### config.mk
export PLATFORM = sky130hd
export DESIGN_NAME = pipe_hazard_ctrl_flat
export DESIGN_NICKNAME = d
export VERILOG_FILES = /design/src/rtl/pipe_hazard_ctrl_if.sv /design/src/rtl/pipe_hazard_ctrl.sv /design/src/flat_wrapper.sv
export SDC_FILE = /design/constraint.sdc
export NUM_CORES = 1
export LEC_CHECK = 0
export CORE_MARGIN = 4
export CORE_UTILIZATION = 47
export CTS_CLUSTER_DIAMETER = 60
export CTS_CLUSTER_SIZE = 28
export DETAILED_ROUTE_END_ITERATION = 16
export GPL_ROUTABILITY_DRIVEN = 0
export PLACE_DENSITY = 0.79
export SETUP_SLACK_MARGIN = 0.15
export SLEW_MARGIN = 25
export SYNTH_ARGS = -nofsm -noshare
export SYNTH_HDL_FRONTEND = slang
export SYNTH_SLANG_ARGS = --single-unit
### constraint.sdc
create_clock -name clk_i -period 2.4 [get_ports clk_i]
set_input_delay 0.48 -clock clk_i [delete_from_list [all_inputs] [get_ports clk_i]]
set_output_delay 0.48 -clock clk_i [all_outputs]
set_load 0.01 [all_outputs]
### src/rtl/pipe_hazard_ctrl_if.sv
// Hazard-control bundle between the pipeline datapath and the stall/flush
// sequencer. The master side is the sequencer, the slave side is the datapath.
interface pipe_hazard_ctrl_if;
   logic [4:0] id_rs_i;
   logic [4:0] id_rt_i;
   logic       idex_memread_i;
   logic [4:0] idex_rt_i;
   logic       branch_taken_i;
   logic       exmem_memread_i;
   logic       exmem_memwrite_i;
   logic       dmem_ack_i;
   logic       dmem_req_o;
   logic       pc_write_o;
   logic       ifid_write_o;
   logic       ifid_flush_o;
   logic       idex_bubble_o;
   logic       exmem_hold_o;
   logic       memwb_bubble_o;

   modport master (
      input  id_rs_i, id_rt_i, idex_memread_i, idex_rt_i, branch_taken_i,
             exmem_memread_i, exmem_memwrite_i, dmem_ack_i,
      output dmem_req_o, pc_write_o, ifid_write_o, ifid_flush_o,
             idex_bubble_o, exmem_hold_o, memwb_bubble_o
   );

   modport slave (
      output id_rs_i, id_rt_i, idex_memread_i, idex_rt_i, branch_taken_i,
             exmem_memread_i, exmem_memwrite_i, dmem_ack_i,
      input  dmem_req_o, pc_write_o, ifid_write_o, ifid_flush_o,
             idex_bubble_o, exmem_hold_o, memwb_bubble_o
   );
endinterface

### src/rtl/pipe_hazard_ctrl.sv
// Stall/flush sequencer for the 5-stage pipeline: load-use bubbles,
// taken-branch squash, data-memory wait with timeout, stall statistics.
module pipe_hazard_ctrl #(
   parameter int unsigned MEM_TIMEOUT = 16,
   parameter int unsigned CNT_W       = 32
) (
   input  logic                clk_i,
   input  logic                rst_i,
   pipe_hazard_ctrl_if.master  hz,
   output logic                err_o,
   output logic [CNT_W-1:0]    stall_cnt_o
);

   typedef enum logic {RUN, MEM_WAIT} state_t;

   localparam logic [7:0] TIMEOUT_LIM = 8'(MEM_TIMEOUT);

   state_t             state_q, state_d;
   logic [7:0]         wait_q, wait_d;
   logic               err_q, err_d;
   logic [CNT_W-1:0]   stall_cnt_q, stall_cnt_d;

   logic memop, lu, memstall, timeout;
   logic pc_write;

   // Hazard decode; a timeout cycle releases the pipe exactly like an ack.
   always_comb begin
      memop    = hz.exmem_memread_i | hz.exmem_memwrite_i;
      lu       = hz.idex_memread_i && (hz.idex_rt_i != 5'd0) &&
                 ((hz.idex_rt_i == hz.id_rs_i) || (hz.idex_rt_i == hz.id_rt_i));
      timeout  = (state_q == MEM_WAIT) && memop && !hz.dmem_ack_i &&
                 (wait_q >= TIMEOUT_LIM);
      memstall = memop && !hz.dmem_ack_i && !timeout;
   end

   // Pipeline controls; forced to run defaults while reset is asserted.
   always_comb begin
      hz.dmem_req_o     = 1'b0;
      pc_write          = 1'b1;
      hz.ifid_write_o   = 1'b1;
      hz.ifid_flush_o   = 1'b0;
      hz.idex_bubble_o  = 1'b0;
      hz.exmem_hold_o   = 1'b0;
      hz.memwb_bubble_o = 1'b0;
      if (rst_i) begin
         hz.dmem_req_o = memop;
         if (memstall) begin
            pc_write          = 1'b0;
            hz.ifid_write_o   = 1'b0;
            hz.exmem_hold_o   = 1'b1;
            hz.memwb_bubble_o = 1'b1;
         end else begin
            // abandoned access must not write back
            hz.memwb_bubble_o = timeout;
            if (lu) begin
               pc_write         = 1'b0;
               hz.ifid_write_o  = 1'b0;
               hz.idex_bubble_o = 1'b1;
            end else if (hz.branch_taken_i) begin
               hz.ifid_flush_o = 1'b1;
            end
         end
      end
      hz.pc_write_o = pc_write;
   end

   // Next-state: memory wait tracking, sticky error, saturating stall count.
   always_comb begin
      state_d     = state_q;
      wait_d      = wait_q;
      err_d       = err_q;
      stall_cnt_d = stall_cnt_q;
      case (state_q)
         RUN: begin
            if (memstall) begin
               state_d = MEM_WAIT;
               wait_d  = 8'd1;
            end
         end
         MEM_WAIT: begin
            if (!memop || hz.dmem_ack_i || timeout) begin
               state_d = RUN;
               wait_d  = '0;
            end else begin
               wait_d = wait_q + 8'd1;
            end
         end
         default: begin
            state_d = RUN;
            wait_d  = '0;
         end
      endcase
      if (timeout) err_d = 1'b1;
      if (!pc_write && (stall_cnt_q != '1)) stall_cnt_d = stall_cnt_q + CNT_W'(1);
   end

   // State registers.
   always_ff @(posedge clk_i or negedge rst_i) begin
      if (!rst_i) begin
         state_q     <= RUN;
         wait_q      <= '0;
         err_q       <= 1'b0;
         stall_cnt_q <= '0;
      end else begin
         state_q     <= state_d;
         wait_q      <= wait_d;
         err_q       <= err_d;
         stall_cnt_q <= stall_cnt_d;
      end
   end

   assign err_o       = err_q;
   assign stall_cnt_o = stall_cnt_q;

endmodule
### src/flat_wrapper.sv
// flat-port wrapper written by rule: the top's interface ports become plain ports
module pipe_hazard_ctrl_flat 
#(
   parameter int unsigned MEM_TIMEOUT = 16,
   parameter int unsigned CNT_W       = 32
)
  (clk_i, rst_i, err_o, stall_cnt_o, hz_id_rs_i, hz_id_rt_i, hz_idex_memread_i, hz_idex_rt_i, hz_branch_taken_i, hz_exmem_memread_i, hz_exmem_memwrite_i, hz_dmem_ack_i, hz_dmem_req_o, hz_pc_write_o, hz_ifid_write_o, hz_ifid_flush_o, hz_idex_bubble_o, hz_exmem_hold_o, hz_memwb_bubble_o);
  pipe_hazard_ctrl_if hz_i ();
  input  logic clk_i;
  input  logic rst_i;
  output logic err_o;
  output logic [CNT_W-1:0] stall_cnt_o;
  input wire logic [$bits(hz_i.id_rs_i)-1:0] hz_id_rs_i;
  input wire logic [$bits(hz_i.id_rt_i)-1:0] hz_id_rt_i;
  input wire logic [$bits(hz_i.idex_memread_i)-1:0] hz_idex_memread_i;
  input wire logic [$bits(hz_i.idex_rt_i)-1:0] hz_idex_rt_i;
  input wire logic [$bits(hz_i.branch_taken_i)-1:0] hz_branch_taken_i;
  input wire logic [$bits(hz_i.exmem_memread_i)-1:0] hz_exmem_memread_i;
  input wire logic [$bits(hz_i.exmem_memwrite_i)-1:0] hz_exmem_memwrite_i;
  input wire logic [$bits(hz_i.dmem_ack_i)-1:0] hz_dmem_ack_i;
  output wire logic [$bits(hz_i.dmem_req_o)-1:0] hz_dmem_req_o;
  output wire logic [$bits(hz_i.pc_write_o)-1:0] hz_pc_write_o;
  output wire logic [$bits(hz_i.ifid_write_o)-1:0] hz_ifid_write_o;
  output wire logic [$bits(hz_i.ifid_flush_o)-1:0] hz_ifid_flush_o;
  output wire logic [$bits(hz_i.idex_bubble_o)-1:0] hz_idex_bubble_o;
  output wire logic [$bits(hz_i.exmem_hold_o)-1:0] hz_exmem_hold_o;
  output wire logic [$bits(hz_i.memwb_bubble_o)-1:0] hz_memwb_bubble_o;
  assign hz_i.id_rs_i = hz_id_rs_i;
  assign hz_i.id_rt_i = hz_id_rt_i;
  assign hz_i.idex_memread_i = hz_idex_memread_i;
  assign hz_i.idex_rt_i = hz_idex_rt_i;
  assign hz_i.branch_taken_i = hz_branch_taken_i;
  assign hz_i.exmem_memread_i = hz_exmem_memread_i;
  assign hz_i.exmem_memwrite_i = hz_exmem_memwrite_i;
  assign hz_i.dmem_ack_i = hz_dmem_ack_i;
  assign hz_dmem_req_o = hz_i.dmem_req_o;
  assign hz_pc_write_o = hz_i.pc_write_o;
  assign hz_ifid_write_o = hz_i.ifid_write_o;
  assign hz_ifid_flush_o = hz_i.ifid_flush_o;
  assign hz_idex_bubble_o = hz_i.idex_bubble_o;
  assign hz_exmem_hold_o = hz_i.exmem_hold_o;
  assign hz_memwb_bubble_o = hz_i.memwb_bubble_o;
  pipe_hazard_ctrl #(.MEM_TIMEOUT(MEM_TIMEOUT), .CNT_W(CNT_W)) u_core (.clk_i(clk_i), .rst_i(rst_i), .hz(hz_i), .err_o(err_o), .stall_cnt_o(stall_cnt_o));
endmodule
# Word-level counts from Yosys, hierarchy flattened
# Index checks and enable logic that the tools add are counted.
dict set report totals {
  word_cells 49
  input_bits 22
  ff_bits 42
}
dict set report op_classes {
  n_reduce_logical 16
  bitwise 2
  n_addsub 2
  n_eq_ne 4
  n_lt_le_gt_ge 1
  muxes 20
}
# cell count
set op_table {}
lappend op_table {{$add 32x1->32 const B} 1}
lappend op_table {{$ne 32x32->1 const B} 1}
lappend op_table {{$mux 1} 16}
lappend op_table {{$mux 8} 2}
lappend op_table {{$pmux 8 s2} 1}
lappend op_table {{$eq 5x5->1} 2}
lappend op_table {{$add 8x1->8 const B} 1}
lappend op_table {{$ge 8x5->1 const B} 1}
lappend op_table {{$logic_and 1x1->1} 8}
lappend op_table {{$reduce_bool 5->1} 1}
lappend op_table {{$logic_not 1->1} 4}
lappend op_table {{$logic_or 1x1->1} 3}
lappend op_table {{$ne 2x1->1 const B} 1}
lappend op_table {{$pmux 1 s2} 1}
lappend op_table {{$not 1->1} 1}
lappend op_table {{$or 1x1->1} 1}

# Depth between registers and ports, before layout
dict set report logic_depth {
  depth_word 10
  ltp_mapped 8
}

# Worst setup path after synthesis
# No wires, ideal clock.
dict set report synth_path {
  kind {input port to output port}
  start {input hz_idex_rt_i[0]}
  end {output hz_pc_write_o}
  cell_stages 5
  arrival_time_ns 1.788
  t_required_ns 1.920
  path_slack_ns 0.132
  path_cell_list {or4_1 > o21ai_0 > nor2_1 > o21ai_0 > buf_4}
}
dict set report synth_between {
  elab_chain_len 6
}
# item line_no
set synth_rtl {}
lappend synth_rtl {{start, declared} flat_wrapper.sv:16} ;# input wire logic [$bits(hz_i.idex_rt_i)-1:0] hz_idex_rt_i;
lappend synth_rtl {{$eq 5x5->1 or $reduce_bool 5->1 (tied branches)} {pipe_hazard_ctrl.sv:30, pipe_hazard_ctrl.sv:29}}
lappend synth_rtl {{$logic_or 1x1->1 or $logic_and 1x1->1 (tied branches)} {pipe_hazard_ctrl.sv:30, pipe_hazard_ctrl.sv:29}}
lappend synth_rtl {{$logic_and 1x1->1 (*)} pipe_hazard_ctrl.sv:29} ;# lu = hz.idex_memread_i && (hz.idex_rt_i != 5'd0) &&
lappend synth_rtl {{$mux 1 (*) (3 in series)} --}
lappend synth_rtl {{end, declared} flat_wrapper.sv:22} ;# output wire logic [$bits(hz_i.pc_write_o)-1:0] hz_pc_write_o;
# Every way passes the cells marked *; elsewhere a longest branch is shown, timed or not.

# Worst setup path in the final report
dict set report layout_path {
  start {input hz_dmem_ack_i}
  end {output hz_idex_bubble_o}
}
dict set report layout_between {
  elab_chain_len 7
}
# item line_no
set layout_rtl {}
lappend layout_rtl {{start, declared} flat_wrapper.sv:20} ;# input wire logic [$bits(hz_i.dmem_ack_i)-1:0] hz_dmem_ack_i;
lappend layout_rtl {{$logic_not 1->1 (*)} {pipe_hazard_ctrl.sv:31, pipe_hazard_ctrl.sv:33}}
lappend layout_rtl {{$logic_and 1x1->1 (2 in series)} pipe_hazard_ctrl.sv:31} ;# timeout = (state_q == MEM_WAIT) && memop && !hz.dmem_ack_i &&
lappend layout_rtl {{$logic_not 1->1} pipe_hazard_ctrl.sv:33} ;# memstall = memop && !hz.dmem_ack_i && !timeout;
lappend layout_rtl {{$logic_and 1x1->1 (*)} pipe_hazard_ctrl.sv:33}
lappend layout_rtl {{$mux 1 (*)} pipe_hazard_ctrl.sv:47} ;# if (memstall) begin
lappend layout_rtl {{$mux 1 (*)} pipe_hazard_ctrl.sv:45} ;# if (rst_i) begin
lappend layout_rtl {{end, declared} flat_wrapper.sv:25} ;# output wire logic [$bits(hz_i.idex_bubble_o)-1:0] hz_idex_bubble_o;
# Marked as above.

==> impl_metrics.env <==
export IMPL_status="completed"
export IMPL_drc_errors=0
export IMPL_io_pins=62
export IMPL_grt_pass1_wl_um=8540
export IMPL_netlist_area_leader_share=0.489
export IMPL_clockBufferDepth=2
export IMPL_p_per_area_mw_per_mm2=509
export IMPL_port_buffers=61
export IMPL_cp_start_kind="input pin"
export IMPL_clk_latency_ns=0.29
export IMPL_switching_share=0.287
export IMPL_rows=24
export IMPL_ys_ff_latch=42
export IMPL_syn_avg_cell_area_sq_um=10.6
export IMPL_yosys_area_top_type="dfrtp_1"
export IMPL_yosys_area_share_simple=0.234
export IMPL_cp_end_kind="output port"
export IMPL_hold_class="in -> async"
export IMPL_gr_total_overflow=0
export IMPL_internal_power_mw=1.17
export IMPL_n_antenna_cell=0
export IMPL_area_growth_pct=49.4
export IMPL_cp_slowest_stage_delay_ns=0.41
export IMPL_htreeDepth=2
export IMPL_final_setup_viol_count=0
export IMPL_slew_headroom=0.735
export IMPL_grt_max_degree=32
export IMPL_peakVddDrop_mv=0.622
export IMPL_place_hpwl_um=3730
export IMPL_cp_slowest_cell="clkdlybuf4s50_1"
export IMPL_start_util=0.490
export IMPL_ys_types=35
export IMPL_ant_nets=0
export IMPL_synthXorXnorAreaFrac=0.163
export IMPL_drt_iter0_drc=32
export IMPL_final_setup_skew_ns=0.00888
export IMPL_dr_pass1_iters=4
export IMPL_antenna_found_initial=0
export IMPL_drv_slew=0
export IMPL_rsz0062_at_grt="yes"
export IMPL_cap_viol_max_count=0
export IMPL_p_sw_uw=470
export IMPL_via_count=1856
export IMPL_synthMuxAreaShare=0.0151
export IMPL_drt_vias_per_instance=5.26
export IMPL_finalNonFillerCells=353
export IMPL_async_reset_ff_frac=1.00
export IMPL_leakage_nw=1.48
export IMPL_root_buffer="clkbuf_8"
export IMPL_synth_top_family_by_area="simple AND/OR/NAND/NOR gates"
export IMPL_die_x_um=75.6
export IMPL_power_total_mw=1.64
export IMPL_cts_tree="yes"
export IMPL_synth_compound_area_frac=0.0606
export IMPL_power_frac_seq=0.498
export IMPL_n_fill_cell=323
export IMPL_critPathMaxFanout=4
export IMPL_crit_type="in -> out"
export IMPL_tightest_slew_ns=0.395
export IMPL_dp_cells=332
export IMPL_fin_crit_ns=2.22
export IMPL_syn_cell_area_sq_mm=0.00215
export IMPL_hold_viol_final=0
export IMPL_crit_chain="clkdlybuf4s50_1 -> o21ba_2 -> nand2_4 -> buf_4 -> and3_4 -> buf_2"
export IMPL_cts_sinks=42
export IMPL_syn_nets=227
export IMPL_nets=326
export IMPL_cts_inserted_buffers=5
export IMPL_first_global_vias=1866
export IMPL_wl_um=5490
export IMPL_drive_above_1_share=0.252
export IMPL_max_freq_ghz=0.451
export IMPL_synthCells=202
export IMPL_fp_coreArea_sq_mm=0.00438
export IMPL_critPathRequiredTime_ns=1.92
export IMPL_hold_buffers=0
export IMPL_reg2reg_slack_ns=0.23
export IMPL_crit_arrival_ns=1.74
export IMPL_ys_flop_type="dfrtp_1"
export IMPL_fp_dieArea_sq_mm=0.00572
export IMPL_fin_crit_sh=0.925
export IMPL_clk_pin_slew_ns=0.07
export IMPL_ys_seq_area_frac=0.489
export IMPL_synthAdderAreaFrac=0.0175
export IMPL_die_h_um=75.6
export IMPL_ys_warn_count=0
export IMPL_wl_per_cell_um=15.6
export IMPL_synth_edf_count=0
export IMPL_pwr_share_clk=0.260
export IMPL_track_usage=0.196
export IMPL_p_comb_frac=0.242
export IMPL_yosys_top_cells_area="dfrtp_1 49%, xnor2_1 11%, xor2_1 4.9%"
==> cell usage in the layout (no fill, tap or decap), types with 3 or more instances in the layout <==
| cell type | n |
|---|---|
| nand4_1 | 12 |
| and3_1 | 10 |
| nor3_2 | 3 |
| nand3_1 | 18 |
| dfrtp_1 | 42 |
| nand2_1 | 17 |
| buf_2 | 7 |
| xnor2_1 | 28 |
| and2_1 | 6 |
| buf_4 | 33 |
| clkdlybuf4s50_1 | 37 |
| inv_1 | 3 |
| nor3_1 | 3 |
| ha_1 | 3 |
| dlygate4sd2_1 | 3 |
| xor2_1 | 10 |
| clkbuf_2 | 4 |
| dlymetal6s2s_1 | 10 |
| nor2_1 | 11 |
| clkbuf_8 | 5 |
==> path summary, 6_finish.rpt <==
kind / depth (start not counted) / to / startpoint
setup / recovery: 6 / hz_idex_bubble_o / hz_dmem_ack_i
hold / removal: 2 / u_core.wait_q[1] / rst_i
setup reg to reg: 8 / u_core.stall_cnt_o[26] / u_core.wait_q[5]
hold reg to reg: 2 / u_core.err_o / u_core.err_o
max in group asynchronous: 3 / u_core.stall_cnt_o[28] / rst_i
min in group clk_i: 2 / u_core.err_o / u_core.err_o
==> per-stage QoR <==
| stage | worst slack [ns] | cell area, sq um | hold WS, ns | util | setup TNS, ns |
|---|---|---|---|---|---|
| 3_3_place_gp | -0.628 | 2940 | 0.406 | 0.670 | -19.02 |
| 3_5_place_dp | -0.669 | 2940 | 0.410 | 0.670 | -20.92 |
| 5_1_grt | 0.129 | 3210 | 0.114 | 0.732 | 0 |
| 4_1_cts | 0.0983 | 3140 | 0.103 | 0.716 | 0 |
| 2_1_floorplan | 0.249 | 2150 | 0.184 | - | 0 |
| 6_report | 0.180 | 3210 | 0.117 | 0.732 | 0 |
==> power by group through the flow <==
stage,logic (mW),clock network [mW],registers [mW]
floorplan,0.125,0,0.842
global placement,0.350,0,0.825
detailed placement,0.358,0,0.826
CTS,0.384,0.433,0.814
global route,0.431,0.461,0.823
finish,0.396,0.425,0.814
==> worst max-delay path: cells and delay by family <==
family | cells | cell delay (ns)
AOI/OAI and AO/OA | 1 | 0.30
buffers and inverters | 3 | 0.71
and+or+nand+nor | 2 | 0.25
==> kinds of logic after synthesis <==
family	count (synthesis)
simple gates	93
xor+xnor	40
mux	3
fa+ha+maj	3
compound gates	14
flops	42
buf+inv	7
==> state kept, by name, summed over array words and instances (netlist names) <==
register / count
u_core.err_o: 1
u_core.stall_cnt_o: 32
u_core.wait_q: 8
u_core.state_q: 1
==> cell type report <==
class,count,area (sq um),share of cell area
Clock buffer,5,68.8,0.0214
Clock inverter,2,10.0,0.00312
Timing Repair Buffer,94,825,0.257
Tap cell,52,65.1,0.0203
Sequential cell,42,1050,0.327
Multi-Input combinational cell,154,1170,0.365
Inverter,4,18.8,0.00585
==> layer usage <==
layer / global-route usage / share of wire / up-vias / routed length, um
met5: 0 / 0 / - / 0
met4: 0.0544 / 0.013 / 0 / 74
met3: 0.0475 / 0.058 / 8 / 316
met2: 0.333 / 0.50 / 49 / 2750
met1: 0.250 / 0.43 / 896 / 2350
li1: - / - / 903 / -
==> repair_timing <==
action | 4_1_cts | 5_1_grt
setup endpoints to repair | 38 | 12
pin swaps | 14 | 18
cloned | 1 | 0
setup buffers | 11 | 2
resized for setup | 41 | 30
endpoints found under the hold margin | 0 | 0
==> Yosys cell counts, drive strengths merged, types with 2 or more instances <==
master	n
and2	6
and3	11
and4	2
buf	3
dfrtp	42
ha	3
inv	3
mux2	2
nand2	18
nand3	18
nand4	12
nor2	14
nor2b	2
nor3	7
nor4	2
o21ai	4
o31ai	2
xnor2	28
xor2	12
(Power assumes the default switching activity.)
